[src/rtl/demux_route_ctrl.sv]
// rtl/demux_route_ctrl.sv - FIFO-buffered LSB-first word serialiser feeding a 1-to-4 bit demux
module demux_route_ctrl #(
    parameter int W     = 8,    // data bits per word (>=2)
    parameter int DEPTH = 4,    // FIFO entries (power of 2, >=2)
    parameter int GAP   = 1     // idle cycles between frames
) (
    input  logic                         clk,          // rising-edge clock
    input  logic                         rst,          // synchronous, active-high
    input  logic                         in_valid,     // word offered
    output logic                         in_ready,     // FIFO not full
    input  logic [W-1:0]                 in_data,      // word to serialise
    input  logic [1:0]                   in_dest,      // {s1,s0} for this word
    input  logic                         hold,         // freeze FSM, counters, outputs
    output logic                         s1,           // demux select MSB
    output logic                         s0,           // demux select LSB
    output logic                         I,            // serial data bit
    output logic                         frame_start,  // first bit of frame on I
    output logic                         frame_last,   // last bit of frame on I
    output logic                         busy,         // a frame bit is on I
    output logic [$clog2(DEPTH+1)-1:0]   fifo_count    // entries buffered
);

    localparam int AW = $clog2(DEPTH);
    localparam int CW = $clog2(DEPTH + 1);
    localparam int BW = $clog2(W);
    localparam int GW = (GAP > 1) ? $clog2(GAP) : 1;

    localparam logic [BW-1:0] BIT_LAST = BW'(W - 1);
    localparam logic [GW-1:0] GAP_LAST = GW'((GAP > 0) ? (GAP - 1) : 0);
    localparam logic [CW-1:0] FULL_CNT = CW'(DEPTH);

    typedef enum logic [1:0] {
        ST_IDLE,
        ST_SHIFT,
        ST_GAP
    } state_t;

    // FIFO storage: {dest, data}
    logic [W+1:0]  mem [DEPTH];
    logic [AW-1:0] wr_ptr;
    logic [AW-1:0] rd_ptr;
    logic [CW-1:0] count;
    logic          full;
    logic          empty;
    logic          push;
    logic          pop;
    logic [W-1:0]  head_data;
    logic [1:0]    head_dest;

    state_t        state, state_n;
    logic [W-1:0]  shreg, shreg_n;
    logic [BW-1:0] bitcnt, bitcnt_n;
    logic [BW-1:0] bitcnt_inc;
    logic [GW-1:0] gapcnt, gapcnt_n;
    logic [1:0]    sel_n;
    logic          i_n;
    logic          fs_n;
    logic          fl_n;
    logic          busy_n;
    logic          load;

    assign full       = (count == FULL_CNT);
    assign empty      = (count == '0);
    assign in_ready   = !full;
    assign push       = in_valid && !full;
    assign fifo_count = count;
    assign head_data  = mem[rd_ptr][W-1:0];
    assign head_dest  = mem[rd_ptr][W+1:W];
    assign bitcnt_inc = bitcnt + 1'b1;

    always_ff @(posedge clk) begin
        if (push && !rst) begin
            mem[wr_ptr] <= {in_dest, in_data};
        end
    end

    always_ff @(posedge clk) begin
        if (rst) begin
            wr_ptr <= '0;
            rd_ptr <= '0;
            count  <= '0;
        end else begin
            if (push) begin
                wr_ptr <= wr_ptr + 1'b1;
            end
            if (pop) begin
                rd_ptr <= rd_ptr + 1'b1;
            end
            case ({push, pop})
                2'b10:   count <= count + 1'b1;
                2'b01:   count <= count - 1'b1;
                default: count <= count;
            endcase
        end
    end

    always_ff @(posedge clk) begin
        if (rst) begin
            state       <= ST_IDLE;
            shreg       <= '0;
            bitcnt      <= '0;
            gapcnt      <= '0;
            s1          <= 1'b0;
            s0          <= 1'b0;
            I           <= 1'b0;
            frame_start <= 1'b0;
            frame_last  <= 1'b0;
            busy        <= 1'b0;
        end else begin
            state       <= state_n;
            shreg       <= shreg_n;
            bitcnt      <= bitcnt_n;
            gapcnt      <= gapcnt_n;
            {s1, s0}    <= sel_n;
            I           <= i_n;
            frame_start <= fs_n;
            frame_last  <= fl_n;
            busy        <= busy_n;
        end
    end

    always_comb begin
        state_n  = state;
        shreg_n  = shreg;
        bitcnt_n = bitcnt;
        gapcnt_n = gapcnt;
        sel_n    = {s1, s0};
        i_n      = I;
        fs_n     = frame_start;
        fl_n     = frame_last;
        busy_n   = busy;
        load     = 1'b0;
        pop      = 1'b0;

        if (!hold) begin
            case (state)
                ST_IDLE: begin
                    load = !empty;
                end
                ST_SHIFT: begin
                    if (bitcnt == BIT_LAST) begin
                        fs_n   = 1'b0;
                        fl_n   = 1'b0;
                        i_n    = 1'b0;
                        busy_n = 1'b0;
                        if (GAP > 0) begin
                            state_n  = ST_GAP;
                            gapcnt_n = '0;
                        end else if (!empty) begin
                            load = 1'b1;
                        end else begin
                            state_n = ST_IDLE;
                        end
                    end else begin
                        // shreg[0] is the bit currently on I
                        shreg_n  = shreg >> 1;
                        i_n      = shreg[1];
                        bitcnt_n = bitcnt_inc;
                        fs_n     = 1'b0;
                        fl_n     = (bitcnt_inc == BIT_LAST);
                    end
                end
                ST_GAP: begin
                    if (gapcnt == GAP_LAST) begin
                        state_n = ST_IDLE;
                        load    = !empty;
                    end else begin
                        gapcnt_n = gapcnt + 1'b1;
                    end
                end
                default: begin
                    state_n = ST_IDLE;
                end
            endcase

            if (load) begin
                pop      = 1'b1;
                state_n  = ST_SHIFT;
                shreg_n  = head_data;
                i_n      = head_data[0];
                sel_n    = head_dest;
                bitcnt_n = '0;
                fs_n     = 1'b1;
                fl_n     = 1'b0;
                busy_n   = 1'b1;
            end
        end
    end

endmodule
[config.mk]
export PLATFORM = sky130hd
export DESIGN_NAME = demux_route_ctrl
export DESIGN_NICKNAME = d
export VERILOG_FILES = /design/src/rtl/demux_route_ctrl.sv
export SDC_FILE = /design/constraint.sdc
export NUM_CORES = 1
export LEC_CHECK = 0
export ABC_AREA = 1
export CAP_MARGIN = 40
export CORE_ASPECT_RATIO = 1.1
export CORE_MARGIN = 2
export CORE_UTILIZATION = 40
export CTS_CLUSTER_DIAMETER = 150
export CTS_CLUSTER_SIZE = 30
export DETAILED_ROUTE_END_ITERATION = 10
export PLACE_DENSITY = 0.7
export SYNTH_ARGS = -nofsm -noshare
export SYNTH_HDL_FRONTEND = slang
export SYNTH_SLANG_ARGS = --single-unit
[constraint.sdc]
create_clock -name clk -period 2.2 [get_ports clk]
set_clock_uncertainty 0.2 [all_clocks]
set_input_delay 0.22 -clock clk [delete_from_list [all_inputs] [get_ports clk]]
set_output_delay 0.22 -clock clk [all_outputs]
set_load 0.1 [all_outputs]
==> results of run 1 <==
state kept, by name, summed over array words and instances (netlist names), 2 cells and up, named ones only:
name	flops
wr_ptr	2
fifo_count	3
rd_ptr	2
state	2
shreg	7
mem	40
bitcnt	3
path summary, 6_finish.rpt:
check / depth (start not counted) / slack, ns / end
setup / recovery: 10 / 0.21 / fifo_count[1]
hold / removal: 2 / 0.27 / busy
setup reg to reg: 10 / 0.21 / fifo_count[1]
hold reg to reg: 2 / 0.27 / busy
routing by layer:
layer	GRT usage, %	share of wire (%)	vias up
li1	-	-	1066
met1	16.6	45	931
met2	24.9	50	39
met3	2.91	3.2	8
met4	7.54	1.7	0
met5	0	0	-
logic make-up (layout without fill, tap and decap cells):
family / count (synthesis) / in the layout
and+or+nand+nor: 154 / 154
xor gates and xnor gates: 1 / 1
buffers and inverters: 34 / 74
AOI/OAI and AO/OA: 39 / 39
DFF: 67 / 67
adders and majority gates: 9 / 9
worst max-delay path, delay by kind of cell, from the launching register on:
family	cells	cell delay, ns
buffers and inverters	2	0.12
AOI/OAI and AO/OA	1	0.05
DFF	1	0.36
adders and majority gates	2	0.57
and+or+nand+nor	5	0.61
synth_stat cells, types with 2 or more instances:
cell / count
a21oi_1: 23
buf_2: 7
dfxtp_1: 27
edfxtp_1: 40
ha_1: 8
inv_1: 23
nand2_1: 79
nand2_2: 3
nand2_4: 2
nand3_1: 17
nand3b_1: 6
nor2_1: 43
o21ai_0: 13
o22ai_1: 2
power groups by stage:
stage	Combinational, mW	Sequential, mW	Clock (mW)
after floorplan	0.981	2.12	0
after global routing	1.97	1.69	1.15
after detailed placement	1.78	1.69	0
after CTS	1.79	1.67	1.10
final	1.77	1.67	1.08
after global placement	1.75	1.69	0
layout make-up:
| class | instances | area, um^2 |
|---|---|---|
| fillers | 629 | 3530 |
| clock inverters | 6 | 80.1 |
| multi-input cells | 203 | 1030 |
| clock buffers | 10 | 128 |
| well taps | 85 | 106 |
| inverters | 25 | 98.8 |
| flip-flops and latches | 67 | 1750 |
| repair buffers | 33 | 280 |
through the flow:
stage | hold slack [ns] | total power, mW | utilization (%) | std cells | area, um^2
6_report | 0.271 | 4.52 | 49.6 | 429 | 3480
4_1_cts | 0.274 | 4.55 | 49.6 | 429 | 3480
3_3_place_gp | 0.256 | 3.43 | 46.7 | 413 | 3270
3_5_place_dp | 0.262 | 3.47 | 46.7 | 413 | 3270
5_1_grt | 0.289 | 4.81 | 49.6 | 429 | 3480
2_1_floorplan | 0.119 | 3.10 | - | 304 | 2940
==> flow_summary.json, run 1 <==
{
  "grt_pass1_vias": 1939,
  "postSynthAreaPerCell_um2": 9.48,
  "endpoint_kind": "register",
  "yosysSeqAreaShare_pct": 60.4,
  "slowest_stage": "fa_2",
  "grt_pass1_wl_um": 8830,
  "post_cts_buffers": 0,
  "worstPathArrival_ns": 2.06,
  "rsz0062_at_grt": "no",
  "die_h_um": 93.0,
  "ys_seq_elements": 67,
  "synth_top_family_by_area": "simple AND/OR/NAND/NOR gates",
  "worst_skew_pair.late_latency_ns": 0.33,
  "fp-row-count": 32,
  "synth_cell_types": 25,
  "outcome": "complete, no violations",
  "area.growth.synth_to_final_pct": 20.7,
  "path_clk_slew_ns": 0.08,
  "gr-total-overflow": 0,
  "synth_async_sr_flop_share_pct": 0,
  "cts.repair.resized": 0,
  "p_per_area_nw_per_um2": 1300,
  "syn-cell-area_um2": 2880,
  "comb_power_share_pct": 39.2,
  "fin_ws_ns": 0.209,
  "slowest_delay_ns": 0.43,
  "drive_gt1_share_pct": 15.1,
  "clock.fmax_mhz": 502,
  "r2r-start": "fifo_count[0]",
  "grt_usage_pct": 14.3,
  "vias": 2044,
  "die_area_um2": 7900,
  "cts.htree.levels": 3,
  "mostFrequentLayoutCells": "nand2_1 (77), nor2_1 (43), edfxtp_1 (40), dfxtp_1 (24), a21oi_1 (23)",
  "drv_slew": 0,
  "clockBufferDepth": 2,
  "drt_iter0_drc": 81,
  "synth_fa_ha_area_share_pct": 4.17,
  "hold_buffers": 0,
  "startpoint": "fifo_count[0]",
  "p_clk_share_pct": 23.9,
  "core_um2": 7010,
  "worst_slew_pin_slew_ns": 0.561,
  "diodes": 0,
  "fin_crit_ns": 1.99,
  "globalplace.congestion": 0.738,
  "worstPathRequired_ns": 2.27,
  "synth_xor_area_share_pct": 0.304,
  "worstPathMaxFanout": 4,
  "clock-sinks": 67,
  "cts_buffers": 9,
  "hpwl_um": 3500,
  "ant_nets": 0,
  "drt_wl_total_um": 5370,
  "vias_per_cell": 4.76,
  "hold_viol": 0,
  "die_x_um": 84.9,
  "hold_path.class": "register to register",
  "p_leak_nw": 1.40,
  "synth-simple-area-share_pct": 23.0,
  "critPathMostFrequentCell": "nor2_1",
  "start_util_pct": 41.1,
  "finalCritPeriodShare_pct": 90.5,
  "tritoncts": "built",
  "syn_nets": 327,
  "cap_violations": 0,
  "finalSetupViolations": 0,
  "seq_power_share_pct": 36.9,
  "cp-start-kind": "register",
  "grt_max_degree": 21,
  "cts-root-buf": "clkbuf_8",
  "place_ws_ns": 0.0432,
  "routedWlPerCell_um": 12.5,
  "ir_drop_mv": 0.622,
  "portBuffers": 23,
  "ys_warn_count": 0,
  "crit_chain": "nor2_4 > nand2_2 > nand3_2 > inv_4 > ha_4 > inv_2 > fa_2 > nor2_1 > a21oi_1 > nor2_1",
  "synth_flop_cell": "edfxtp_1",
  "postSynthCellCount": 304,
  "p_int_mw": 2.69,
  "num-nets-final": 362,
  "yosys.area.top_type": "edfxtp_1",
  "synth_compound_area_share_pct": 6.99,
  "switching_share_pct": 40.5,
  "worstSetupPathType": "register to register",
  "antenna_found_initial": 0,
  "worstHoldStart": "busy",
  "synthMuxAreaShare_pct": 0,
  "layout_commonest_cell": "nand2_1",
  "ios": 24,
  "synth-edff-count": 40,
  "finalSetupTns_ns": 0,
  "switching_power_mw": 1.83,
  "first_pass_iters": 4,
  "synth_top_cell_area_share_pct": 41.7,
  "synth_area_leaders": "edfxtp_1 (42%), dfxtp_1 (19%), nand2_1 (10%)",
  "drc_errors": 0,
  "relSlewSlack_pct": 62.6
}
(Power assumes the default switching activity.)
==> run 2, diff against run 1 <==
--- a/config.mk
+++ b/config.mk
@@ -6,14 +6,14 @@
 export NUM_CORES = 1
 export LEC_CHECK = 0
 export ABC_AREA = 1
-export CAP_MARGIN = 40
+export CAP_MARGIN = 0
 export CORE_ASPECT_RATIO = 1.1
 export CORE_MARGIN = 2
-export CORE_UTILIZATION = 40
+export CORE_UTILIZATION = 50
 export CTS_CLUSTER_DIAMETER = 150
 export CTS_CLUSTER_SIZE = 30
 export DETAILED_ROUTE_END_ITERATION = 10
-export PLACE_DENSITY = 0.7
+export PLACE_DENSITY = 0.81
 export SYNTH_ARGS = -nofsm -noshare
 export SYNTH_HDL_FRONTEND = slang
 export SYNTH_SLANG_ARGS = --single-unit
==> run 2 against run 1 <==
Against the previous run: flip-flop and latch count did not move; global-route usage rose by 4.3 points; design area fell by 1.2%; sequential share of layout area rose by 0.59 points; first-iteration DRC count rose by 90%.
==> flow_summary.json, run 2 (same netlist as run 1, synthesis figures left out) <==
{
  "outcome": "complete, no violations",
  "timing.rr.end": "fifo_count[2]",
  "worstPathMaxFanout": 5,
  "highest_layer": "met4",
  "endpoint_kind": "register",
  "globalplace.congestion": 0.766,
  "hpwl_um": 3600,
  "rrSetupSlack_ns": 0.19,
  "hold_path.class": "register to register",
  "r2r_cells": 11,
  "drive_gt1_share_pct": 14.5,
  "cts.repair.resized": 0,
  "finalSetupViolations": 0,
  "drv_slew": 0,
  "cp-start-kind": "register",
  "gr-total-overflow": 0,
  "grt_max_degree": 21,
  "layout_commonest_cell": "nand2_1",
  "drt_iter0_drc": 154,
  "clock-sinks": 67,
  "fp-row-count": 29,
  "diodes": 0,
  "drt_wl_total_um": 5530,
  "fin_crit_ns": 2.01,
  "cts.htree.levels": 3,
  "clockBufferDepth": 2,
  "top_regs": "mem x40, shreg x7",
  "die_area_um2": 6390,
  "antenna_found_initial": 0,
  "largest_reg_flops": 40,
  "worst_slew_pin_slew_ns": 0.572,
  "wl_met3_um": 244,
  "die_h_um": 83.6,
  "wl_met2_um": 2840,
  "post_cts_buffers": 0,
  "ios": 24,
  "cap_violations": 0,
  "hold_viol": 0,
  "start_util_pct": 50.9,
  "portBuffers": 23,
  "ir_drop_mv": 0.648,
  "worstPathArrival_ns": 2.09,
  "place_ws_ns": 0.0179,
  "vias_per_cell": 4.98,
  "r2r-start": "fifo_count[0]",
  "n_fill_cell": 492,
  "hold-path-endpoint": "busy",
  "power_mw": 4.41,
  "grt_pass1_vias": 1995,
  "finalSetupTns_ns": 0,
  "cts_buffers": 9,
  "die_x_um": 76.4,
  "drc_errors": 0,
  "rsz0062_at_grt": "no",
  "path_clk_slew_ns": 0.07,
  "tritoncts": "built",
  "core_um2": 5660,
  "clock.fmax_mhz": 497,
  "fin_ws_ns": 0.189,
  "cts-root-buf": "clkbuf_8",
  "num-nets-final": 362,
  "mostFrequentLayoutCells": "nand2_1 (77), nor2_1 (43), edfxtp_1 (40), dfxtp_1 (24), a21oi_1 (23)",
  "p_per_area_nw_per_um2": 1280,
  "hold_buffers": 0,
  "worstSetupPathType": "register to register",
  "worst_skew_pair.late_latency_ns": 0.34,
  "first_pass_iters": 5,
  "grt_pass1_wl_um": 9110,
  "grt_usage_pct": 18.6,
  "routedWlPerCell_um": 13.1,
  "p_leak_nw": 1.38,
  "ant_nets": 0,
  "whs_path_depth": 2,
  "worstPathRequired_ns": 2.28,
  "largest_register": "mem",
  "vias": 2095,
  "worstHoldStart": "busy",
  "finalCritPeriodShare_pct": 91.4,
  "area.growth.synth_to_final_pct": 19.3,
  "relSlewSlack_pct": 61.8,
  "wirelength_met1_um": 2370
}
[run 2: changes by cell type in the layout (fill, tap and decap cells not counted), sizes merged]
cell	change
clkbuf	+3
bufinv	-1
clkinv	-1
clkinvlp	-1
[run 2: cell type report]
class | count | area [um^2] | share of cell area (%)
clock buffers | 13 | 139 | 4.04
multi-input cells | 203 | 1030 | 30.0
clock inverters | 3 | 38.8 | 1.13
inverters | 25 | 98.8 | 2.87
flip-flops and latches | 67 | 1750 | 51.0
well taps | 77 | 96.3 | 2.80
repair buffers | 33 | 280 | 8.15
[run 2: report_power, final]
| part | total [mW] | switching, mW | internal [mW] |
|---|---|---|---|
| registers | 1.67 | 0.126 | 1.54 |
| clock network | 0.956 | 0.436 | 0.520 |
| logic | 1.79 | 1.27 | 0.518 |
| total | 4.41 | 1.83 | 2.58 |
[run 2: worst max-delay path by stage]
stage	startpoint	endpoint	slack (ns)	depth (start not counted)
floorplan	fifo_count[0]	fifo_count[1]	0.03	9
global placement	hold	fifo_count[2]	0.09	11
detailed placement	hold	fifo_count[2]	0.02	12
CTS	fifo_count[0]	fifo_count[2]	0.19	11
global route	fifo_count[0]	fifo_count[2]	0.07	11
finish	fifo_count[0]	fifo_count[2]	0.19	11
[run 2: routing by layer]
layer,up-vias,track usage (%)
met5,-,0
met4,0,8.60
met3,5,6.06
met2,45,31.1
met1,975,21.7
li1,1070,-
[run 2: critical path, cell delays in order, from the launching register on]
cell and delay, ns:
dfxtp_4 0.36, nor2_4 0.22, nand2_8 0.07, nand2_2 0.12, ha_4 0.14, inv_2 0.04, fa_2 0.33, a21oi_1 0.16
o21ai_1 0.10, nand2_1 0.07, nand2_1 0.05, nor2_1 0.08
[run 2: per-stage QoR]
step / cell area, um^2 / instances / hold WS (ns) / util [%]
final: 3440 / 421 / 0.268 / 60.7
after global routing: 3440 / 421 / 0.285 / 60.7
after CTS: 3440 / 421 / 0.271 / 60.7
after detailed placement: 3260 / 405 / 0.260 / 57.6
after global placement: 3260 / 405 / 0.255 / 57.6
after floorplan: 2940 / 304 / 0.119 / -
